<file path="src/rtl/gb_cpu_interrupt_ctrl.sv">
// Game Boy CPU interrupt controller: IE/IF registers, IME/EI handling, HALT wake and 5-step dispatch.
// Optional GB_CPU_INT_CANCEL_EN: re-sample the vector index after the PC-high push (IE overwrite cancels).
module gb_cpu_interrupt_ctrl #(
  parameter logic [7:0] VECTOR_BASE = 8'h40
) (
  input  logic       clk,
  input  logic       reset,
  input  logic [4:0] irq_req,
  input  logic       ie_wr,
  input  logic       if_wr,
  input  logic [7:0] ie_wdata,
  input  logic [7:0] if_wdata,
  input  logic       ei_req,
  input  logic       di_req,
  input  logic       reti_req,
  input  logic       halt_req,
  input  logic       instr_boundary,
  output logic [7:0] ie_q,
  output logic [7:0] if_q,
  output logic       ime,
  output logic       halted,
  output logic       dispatch_active,
  output logic       push_pc_hi,
  output logic       push_pc_lo,
  output logic       write_interrupt_vector,
  output logic [7:0] interrupt_vector
);

  localparam int unsigned IRQ_W = 5;
  localparam int unsigned IDX_W = 3;

  typedef enum logic [2:0] {
    IDLE    = 3'd0,
    WAIT0   = 3'd1,
    WAIT1   = 3'd2,
    PUSH_HI = 3'd3,
    PUSH_LO = 3'd4,
    JUMP    = 3'd5
  } state_t;

  state_t state, state_nxt;

  logic [IRQ_W-1:0] if_r;
  logic [IRQ_W-1:0] if_nxt;
  logic [7:0]       ie_nxt;
  logic [IRQ_W-1:0] pending;
  logic [IDX_W-1:0] pend_idx;
  logic [IDX_W-1:0] idx_r;
  logic             idx_valid;
  logic             ei_pending;
  logic             start;
  logic [IRQ_W-1:0] clr_mask;
  logic             push_hi_nxt;
  logic             push_lo_nxt;
  logic             write_nxt;
  logic             active_nxt;
  logic [7:0]       vector_nxt;
  logic             unused_if_hi;

  function automatic logic [IDX_W-1:0] lowest_set(input logic [IRQ_W-1:0] v);
    lowest_set = '0;
    for (int i = IRQ_W - 1; i >= 0; i--) begin
      if (v[i]) lowest_set = IDX_W'(i);
    end
  endfunction

  assign unused_if_hi = ^if_wdata[7:5];
  assign pending      = ie_q[IRQ_W-1:0] & if_r;
  assign pend_idx     = lowest_set(pending);
  assign start        = (state == IDLE) && instr_boundary && ime && (pending != '0);
  assign if_q         = {3'b111, if_r};

  // Register write data; a request arriving in the same cycle overrides a clearing write or the JUMP ack.
  always_comb begin
    ie_nxt   = ie_wr ? ie_wdata : ie_q;
    clr_mask = '0;
    if (state == JUMP && idx_valid) clr_mask = IRQ_W'(1) << idx_r;
    if_nxt   = ((if_wr ? if_wdata[IRQ_W-1:0] : if_r) & ~clr_mask) | irq_req;
  end

`ifdef GB_CPU_INT_CANCEL_EN
  logic [IRQ_W-1:0] pending_nxt;
  assign pending_nxt = ie_nxt[IRQ_W-1:0] & if_nxt;
`endif

  // Dispatch sequencer: next state and next values of the registered strobes.
  always_comb begin
    state_nxt   = state;
    push_hi_nxt = 1'b0;
    push_lo_nxt = 1'b0;
    write_nxt   = 1'b0;
    active_nxt  = 1'b0;
    vector_nxt  = 8'h00;
    case (state)
      IDLE:    if (start) state_nxt = WAIT0;
      WAIT0:   state_nxt = WAIT1;
      WAIT1:   state_nxt = PUSH_HI;
      PUSH_HI: state_nxt = PUSH_LO;
      PUSH_LO: state_nxt = JUMP;
      JUMP:    state_nxt = IDLE;
      default: state_nxt = IDLE;
    endcase
    active_nxt  = (state_nxt != IDLE);
    push_hi_nxt = (state_nxt == PUSH_HI);
    push_lo_nxt = (state_nxt == PUSH_LO);
    write_nxt   = (state_nxt == JUMP);
    if (state_nxt == JUMP && idx_valid)
      vector_nxt = VECTOR_BASE + 8'({idx_r, 3'b000});
  end

  always_ff @(posedge clk) begin
    if (!reset) state <= IDLE;
    else        state <= state_nxt;
  end

  always_ff @(posedge clk) begin
    if (!reset) begin
      dispatch_active        <= 1'b0;
      push_pc_hi             <= 1'b0;
      push_pc_lo             <= 1'b0;
      write_interrupt_vector <= 1'b0;
      interrupt_vector       <= 8'h00;
    end else begin
      dispatch_active        <= active_nxt;
      push_pc_hi             <= push_hi_nxt;
      push_pc_lo             <= push_lo_nxt;
      write_interrupt_vector <= write_nxt;
      interrupt_vector       <= vector_nxt;
    end
  end

  always_ff @(posedge clk) begin
    if (!reset) begin
      ie_q <= 8'h00;
      if_r <= '0;
    end else begin
      ie_q <= ie_nxt;
      if_r <= if_nxt;
    end
  end

  // Vector index: captured at dispatch start, optionally re-sampled as PUSH_HI closes.
  always_ff @(posedge clk) begin
    if (!reset) begin
      idx_r     <= '0;
      idx_valid <= 1'b0;
    end else if (start) begin
      idx_r     <= pend_idx;
      idx_valid <= 1'b1;
`ifdef GB_CPU_INT_CANCEL_EN
    end else if (state == PUSH_HI) begin
      idx_r     <= lowest_set(pending_nxt);
      idx_valid <= (pending_nxt != '0);
`endif
    end
  end

  // IME and delayed EI; CPU strobes are ignored while a dispatch is in flight.
  always_ff @(posedge clk) begin
    if (!reset) begin
      ime        <= 1'b0;
      ei_pending <= 1'b0;
    end else if (start) begin
      ime        <= 1'b0;
      ei_pending <= 1'b0;
    end else if (state == IDLE) begin
      if (di_req) begin
        ime        <= 1'b0;
        ei_pending <= 1'b0;
      end else begin
        if (reti_req || (ei_pending && instr_boundary)) ime <= 1'b1;
        if (ei_req)              ei_pending <= 1'b1;
        else if (instr_boundary) ei_pending <= 1'b0;
      end
    end
  end

  always_ff @(posedge clk) begin
    if (!reset)                halted <= 1'b0;
    else if (pending != '0)    halted <= 1'b0;
    else if (halt_req)         halted <= 1'b1;
  end

endmodule

</file>
<file path="config.mk">
export PLATFORM = sky130hd
export DESIGN_NAME = gb_cpu_interrupt_ctrl
export DESIGN_NICKNAME = d
export VERILOG_FILES = /design/src/rtl/gb_cpu_interrupt_ctrl.sv
export SDC_FILE = /design/constraint.sdc
export NUM_CORES = 1
export LEC_CHECK = 0
export ABC_AREA = 1
export CORE_MARGIN = 5
export CORE_UTILIZATION = 46
export CTS_BUF_LIST = sky130_fd_sc_hd__clkbuf_4
export DETAILED_ROUTE_END_ITERATION = 8
export GPL_ROUTABILITY_DRIVEN = 0
export PLACE_DENSITY = 0.88
export SYNTH_ARGS = -nofsm -noshare
export SYNTH_HDL_FRONTEND = slang
export SYNTH_SLANG_ARGS = --single-unit
</file>
<file path="constraint.sdc">
create_clock -name clk -period 1.45 [get_ports clk]
set_input_delay 0.145 -clock clk [delete_from_list [all_inputs] [get_ports clk]]
set_output_delay 0.145 -clock clk [all_outputs]
set_load 0.02 [all_outputs]
</file>
After elaboration in Yosys (flattened, before gate mapping)
Index checks and enable logic that the tools add are counted.

Memories kept: 0. Bits in latches: 0. RAM bits: 0. Logic and storage cells: 59. Memory bits (read-only): 0. Bits in registers: 35. Input port bits: 30. Output and inout port bits: 30.

Multipliers: 0. Muxes and demuxes: 14. $lt $le $gt $ge: 0. Equal/unequal tests: 8. Bitwise operators: 5. Reduce and logical (&&, ||, !) cells: 17. Add/sub/neg operators: 1. Shifts and indexed selects: 1. Div/mod/pow operators: 0.

Operator list (number): $mux 3 (6); $pmux 3 s5 (1); $eq 3x3->1 const B (4); $and 5x5->5 (2); $mux 5 (2); $eq 3x2->1 const B (3); $add 7x6->8 const A (1); $logic_and 1x1->1 (6); $reduce_and 2->1 (3); $reduce_bool 3->1 (2); $mux 1 (5); $not 5->5 (1); $or 5x5->5 (1); $reduce_bool 5->1 (1); $shl 1x3->5 const A (1); $reduce_or 2->1 (2); $eq 3x1->1 const B (1); $logic_not 3->1 (1); $reduce_bool 2->1 (1); $logic_or 1x1->1 (1); $not 1->1 (1).

Depth between registers and ports, before layout
Gate-level depths: netlist of run 1.

Depth after elaboration: 9. Depth in mapped cells: 8. Mapped depth without buffers: 8.

Worst setup path after synthesis of run 1
Ideal clock, no wire load.

Kind: register to register. Start: register if_r[1]. End: register idx_r[0]. Arrival: 974 ps. Buffers on the path: 0. Stages on the path, launching flop included: 8. Slack: 363 ps. Data required time: 1337 ps. Period minus slack after synthesis: 1087 ps. Cell sequence: dfxtp_1 -> nand2_1 -> nand2_1 -> nor2_1 -> nand2_1 -> nand2_4 -> nand3_1 -> nand2_1.

Longest elaborated chain between the ends: 3. Elaborated cells between the ends (all ways): 5.

RTL lines: start, declared (RTL line 43) `logic [IRQ_W-1:0] if_r;`; start signal, assigned (RTL line 138) `if_r <= if_nxt;`; $and 5x5->5 (*) (RTL line 68) `assign pending = ie_q[IRQ_W-1:0] & if_r;`; $reduce_bool 5->1 or $mux 3 (tied branches) (RTL line 70, 63); $logic_and 1x1->1 or $mux 3 (tied branches) (RTL line 70, 63); end signal, assigned (RTL line 148) `idx_r <= pend_idx;`; end, declared (RTL line 48) `logic [IDX_W-1:0] idx_r;`.

Every way passes the cells marked *; elsewhere a longest branch is shown, timed or not. A chain may end at the register's enable or synchronous reset.

Final worst setup path of run 1
Start: register halted. End: output port halted.

RTL lines: start, declared (RTL line 21) `output logic halted,`; start signal, assigned (RTL line 179) `if (!reset) halted <= 1'b0;`; start signal, assigned (RTL line 180) `else if (pending != '0) halted <= 1'b0;`; start signal, assigned (RTL line 181) `else if (halt_req) halted <= 1'b1;`.

No word-level cell between the ends.

==> flow_summary.toml, run 1 <==
[pwr]
p_leak_nw = 0.953
seq_power_share = 0.547
p_int_mw = 1.22
ir_drop_uv = 794
clkPwrFrac = 0.257
combPwrFrac = 0.196
swShare = 0.278
p_per_area_nw_per_um2 = 896
p_switching_uw = 470

[cts]
cts_sinks = 31
cts_root_buf = "clkbuf_4"
clk_pin_slew_ps = 90
clock_latency_ps = 320
cts_buffer_depth = 2
postCtsSetupBuffers = 0
htreeDepth = 2
cts-buffers-inserted = 5
cts_tree = "built"

[critical_path]
cp_cell_sequence = "clkdlybuf4s50_1"
cp_slowest_cell = "clkdlybuf4s50_1"
path_class = "flip-flop to output port"
setup.worst_path.start = "halted"
cp.required_ps = 1310
path_depth = 1
cp-end-kind = "output port"
max_stage_delay_ps = 600
crit_buf_inv = 1
startpoint_type = "flip-flop"
rr_worst_depth = 3
arrival_ps = 1250
crit_family = "buffers and inverters"
worst_r2r_startpoint = "state[0]"
cp_max_fo = 2

[grt]
grt_pass1_wl_um = 4840
grt_pass1_vias = 1124
grt_usage = 0.148
overflow = 0
antenna_found_initial = 0
grt_max_degree = 11

[routing]
ant_nets = 0
top_layer = "met4"
wl_met3_um = 221
drt_iter0_drc = 29
vias_per_cell = 4.71
drt_pre_antenna_iters = 4
wirelength_met1_um = 1320
drc = 0
wire_per_inst_um = 11.1
vias = 1276
wl_um = 3010
route.met2.wl_um = 1440

[cells_and_area]
fill_cells = 255
area_growth_pct = 40.6
drive_above_1_share = 0.0708
post-route-util = 0.679
n_antenna_cell = 0
fin_nets = 270
register_area_um2 = 621
multi_input_area_um2 = 562

[timing]
finalMaxSlewViolations = 0
max_freq_mhz = 715
fin_skew_ps = 8.71
setup_viol = 0
finalCritPeriodShare = 0.965
hold_ws_ps = 366
worst_slack_ps = 50.5
min_period_ps = 1400
rsz0062_at_grt = "no"
finalHoldViolations = 0
tns_ps = 0

[floorplanning]
dieWidth_um = 64.0
core_area_um2 = 2780
num_io_pins = 60
start_util = 0.483
die_area_um2 = 4100
rows = 19
die_y_um = 64.0

[worst_hold_path]
hold_path.startpoint = "irq_req[4]"
min_path_cells = 3
hp-class = "primary input to flip-flop"

[job]
max_cap_violations = 0

[synthesis]
ys_seq_area_frac = 0.462
ys_types = 22
yosysTopAreaCell = "dfxtp_1"
yosys_most_used_dff = "dfxtp_1"
synth_most_common_cell = "nand2_1"
synthesis.instances = 186
syn_avg_cell_area_um2 = 7.22
synth_common_cells = "nand2_1 (32), dfxtp_1 (31), nor2_1 (29)"
syn-cell-area_um2 = 1340
synthArstFlopShare = 0
ys_warn_count = 0
yosys.area.top_type_share = 0.462
ys_seq_elements = 31
synth-edff-count = 0
synth_area_leaders = "dfxtp_1 (46%), nand2_1 (8.9%), o21ai_0 (8.6%)"

[placed_design]
dp_slack_ps = 92.3
io_buffers = 49
dp_hpwl_um = 2350

[status]
status = "complete, no violations"
[worst paths after layout]
path / to / slack, ps
setup / recovery: halted / 50
setup reg to reg: if_r[1] / 300
hold reg to reg: idx_valid / 500
hold / removal: if_r[4] / 370
[power by group through the flow]
| stage | Combinational (mW) | Clock [mW] | Sequential [mW] |
|---|---|---|---|
| 3_3_place_gp | 0.341 | 0 | 0.944 |
| 5_1_grt | 0.364 | 0.500 | 0.932 |
| 6_report | 0.332 | 0.434 | 0.926 |
| 2_1_floorplan | 0.153 | 0 | 0.982 |
| 3_5_place_dp | 0.346 | 0 | 0.946 |
| 4_1_cts | 0.335 | 0.450 | 0.926 |
[layout make-up]
type,count,area share
sequential,31,0.329
multi-input combinational,122,0.298
timing repair buffer,53,0.275
inverter,27,0.0537
tap,31,0.0205
clock buffer,5,0.0199
clock inverter,2,0.00464
[layer usage]
metal  track usage  vias up
met5             0        -
met4        0.0545        0
met3        0.0403        5
met2         0.237       42
met1         0.190      549
li1              -      680
[kinds of logic after synthesis]
group                  share of synthesized area
and+or+nand+nor                            0.274
buffers and inverters                      0.133
DFF                                        0.462
AOI/OAI and AO/OA                          0.125
other                                    0.00559
[cells in the final DEF (no fill, tap or decap), types with 2 or more instances in the layout]
cell	n
a21oi_1	9
buf_4	4
clkbuf_4	5
clkdlybuf4s50_1	36
conb_1	7
dfxtp_1	31
dlygate4sd2_1	9
dlymetal6s2s_1	4
inv_1	27
nand2_1	32
nand2_2	2
nand3_1	10
nand4_1	2
nor2_1	29
nor2_4	2
o21ai_0	23
[sequential cells by signal (all words and copies together) (netlist names), 3 cells and up]
signal,count
ie_q,8
if_r,5
interrupt_vector,4
idx_r,3
state,3
[tightest hold or removal path, stage by stage]
cell and delay [ps]:
clkdlybuf4s50_1 400, inv_1 50, a21oi_1 50
[timing repair]
item | CTS | global route
hold buffers | 0 | 0
gates resized for setup | 9 | 4
endpoints found under the setup margin | 9 | 4
[metrics by stage]
step | std cells | cell area [um^2] | total power [mW]
global route | 271 | 1890 | 1.80
floorplan | 191 | 1360 | 1.13
finish | 271 | 1890 | 1.69
global placement | 264 | 1840 | 1.29
detailed placement | 264 | 1840 | 1.29
CTS | 271 | 1880 | 1.71
No activity file was read; power rests on OpenSTA's default activity.
==> run 2: changes to the inputs <==
CORE_MARGIN = 2   (was 5)
==> flow_summary.toml, run 2 (same netlist as run 1, synthesis figures left out) <==
[pwr]
clkPwrFrac = 0.273
p_int_mw = 1.24
seq_power_share = 0.538
power_mw = 1.72
swShare = 0.277
ir_drop_uv = 679
combPwrFrac = 0.189
p_per_area_nw_per_um2 = 913
p_switching_uw = 477
p_leak_nw = 0.954

[cts]
cts_sinks = 31
postCtsSetupBuffers = 0
cts_tree = "built"
cts-buffers-inserted = 5
cts_root_buf = "clkbuf_4"
clk_pin_slew_ps = 90
cts_buffer_depth = 2
cts_resized = 10
clock_latency_ps = 320
htreeDepth = 2
cts_hold_repair.buffers = 0

[worst_hold_path]
min_path_cells = 3
hold_path.startpoint = "irq_req[2]"
hp-class = "primary input to flip-flop"

[critical_path]
rr_worst_depth = 3
startpoint_type = "flip-flop"
setup.worst_path.start = "ie_q[5]"
crit_buf_inv = 1
crit_family = "buffers and inverters"
cp_max_fo = 2
worst_r2r_startpoint = "state[0]"
cp-end-kind = "output port"
max_stage_delay_ps = 600
cp_cell_sequence = "clkdlybuf4s50_1"
path_depth = 1
cp.required_ps = 1310
r2r_slack_ps = 260
arrival_ps = 1240
cp_slowest_cell = "clkdlybuf4s50_1"
r2r-end = "if_r[4]"
path_class = "flip-flop to output port"
cp-endpoint = "ie_q[5]"

[floorplanning]
die_y_um = 58.0
core_area_um2 = 2760
start_util = 0.487
num_io_pins = 60
die_area_um2 = 3370
dieWidth_um = 58.0
rows = 19

[timing]
tns_ps = 0
finalMaxSlewViolations = 0
finalCritPeriodShare = 0.957
fin_skew_ps = 9.93
setup_viol = 0
max_freq_mhz = 721
rsz0062_at_grt = "no"
min_period_ps = 1390
finalHoldViolations = 0

[grt]
grt_usage = 0.182
overflow = 0
grt_max_degree = 11
antenna_found_initial = 0
grt_pass1_wl_um = 4720
grt_pass1_vias = 1166

[cells_and_area]
drive_above_1_share = 0.0667
final_cell_area_um2 = 1890
top_register = "ie_q"
area_growth_pct = 40.4
largest_reg_flops = 8
fin_nets = 269
final_common_cell = "clkdlybuf4s50_1"
mostFrequentLayoutCells = "clkdlybuf4s50_1 (35), nand2_1 (32), dfxtp_1 (31)"
n_antenna_cell = 0
largestRegisters = "ie_q (8), if_r (5), interrupt_vector (4)"

[routing]
vias_per_cell = 4.67
drc = 0
vias = 1265
drt_pre_antenna_iters = 4
wl_um = 2800
wire_per_inst_um = 10.3
drt_iter0_drc = 35
ant_nets = 0

[placed_design]
dp_hpwl_um = 2140
placed_area_um2 = 1840
io_buffers = 49

[job]
max_cap_violations = 0

[status]
status = "complete, no violations"
-- run 2: cell types whose count changed in the layout (fill, tap and decap cells not counted), sizes merged --
cell / previous run / this run
dlygate4sd2: 9 / 10
clkbuf: 5 / 6
clkdlybuf4s50: 36 / 35
buf: 4 / 3
-- run 2: layer usage --
layer  share of wire  vias up  global-route usage
met3           0.073        3              0.0670
met5               0        -                   0
met2            0.46       41               0.310
li1                -      680                   -
met4          0.0086        0              0.0498
met1            0.45      541               0.216
-- run 2: through the flow --
step                cells  utilization  setup WS, ps  hold WS [ps]
floorplan             191            -           363           279
global placement      263        0.666           136           457
detailed placement    263        0.666          97.0           476
CTS                   271        0.680         0.543           357
global route          271        0.684          7.42           366
finish                271        0.684          62.7           360
-- run 2: area by class of cell --
cell class                      instances  area [um^2]
Multi-Input combinational cell        122          562
Tap cell                               31         38.8
Timing Repair Buffer                   52          510
Sequential cell                        31          621
Clock inverter                          2         7.51
Inverter                               27          101
Clock buffer                            6         45.0
Fill cell                             247          872
-- run 2: power by group through the flow --
stage | Clock [mW] | Combinational [mW] | Sequential (mW)
2_1_floorplan | 0 | 0.153 | 0.982
3_3_place_gp | 0 | 0.338 | 0.944
4_1_cts | 0.480 | 0.330 | 0.925
6_report | 0.470 | 0.326 | 0.925
3_5_place_dp | 0 | 0.342 | 0.946
5_1_grt | 0.513 | 0.362 | 0.932
-- run 2: how the worst min path moves through the flow --
| stage | to |
|---|---|
| final | if_r[2] |
| after global routing | if_r[3] |
| after CTS | if_r[2] |
| after detailed placement | idx_valid |
| after global placement | idx_valid |
| after floorplan | if_r[0] |
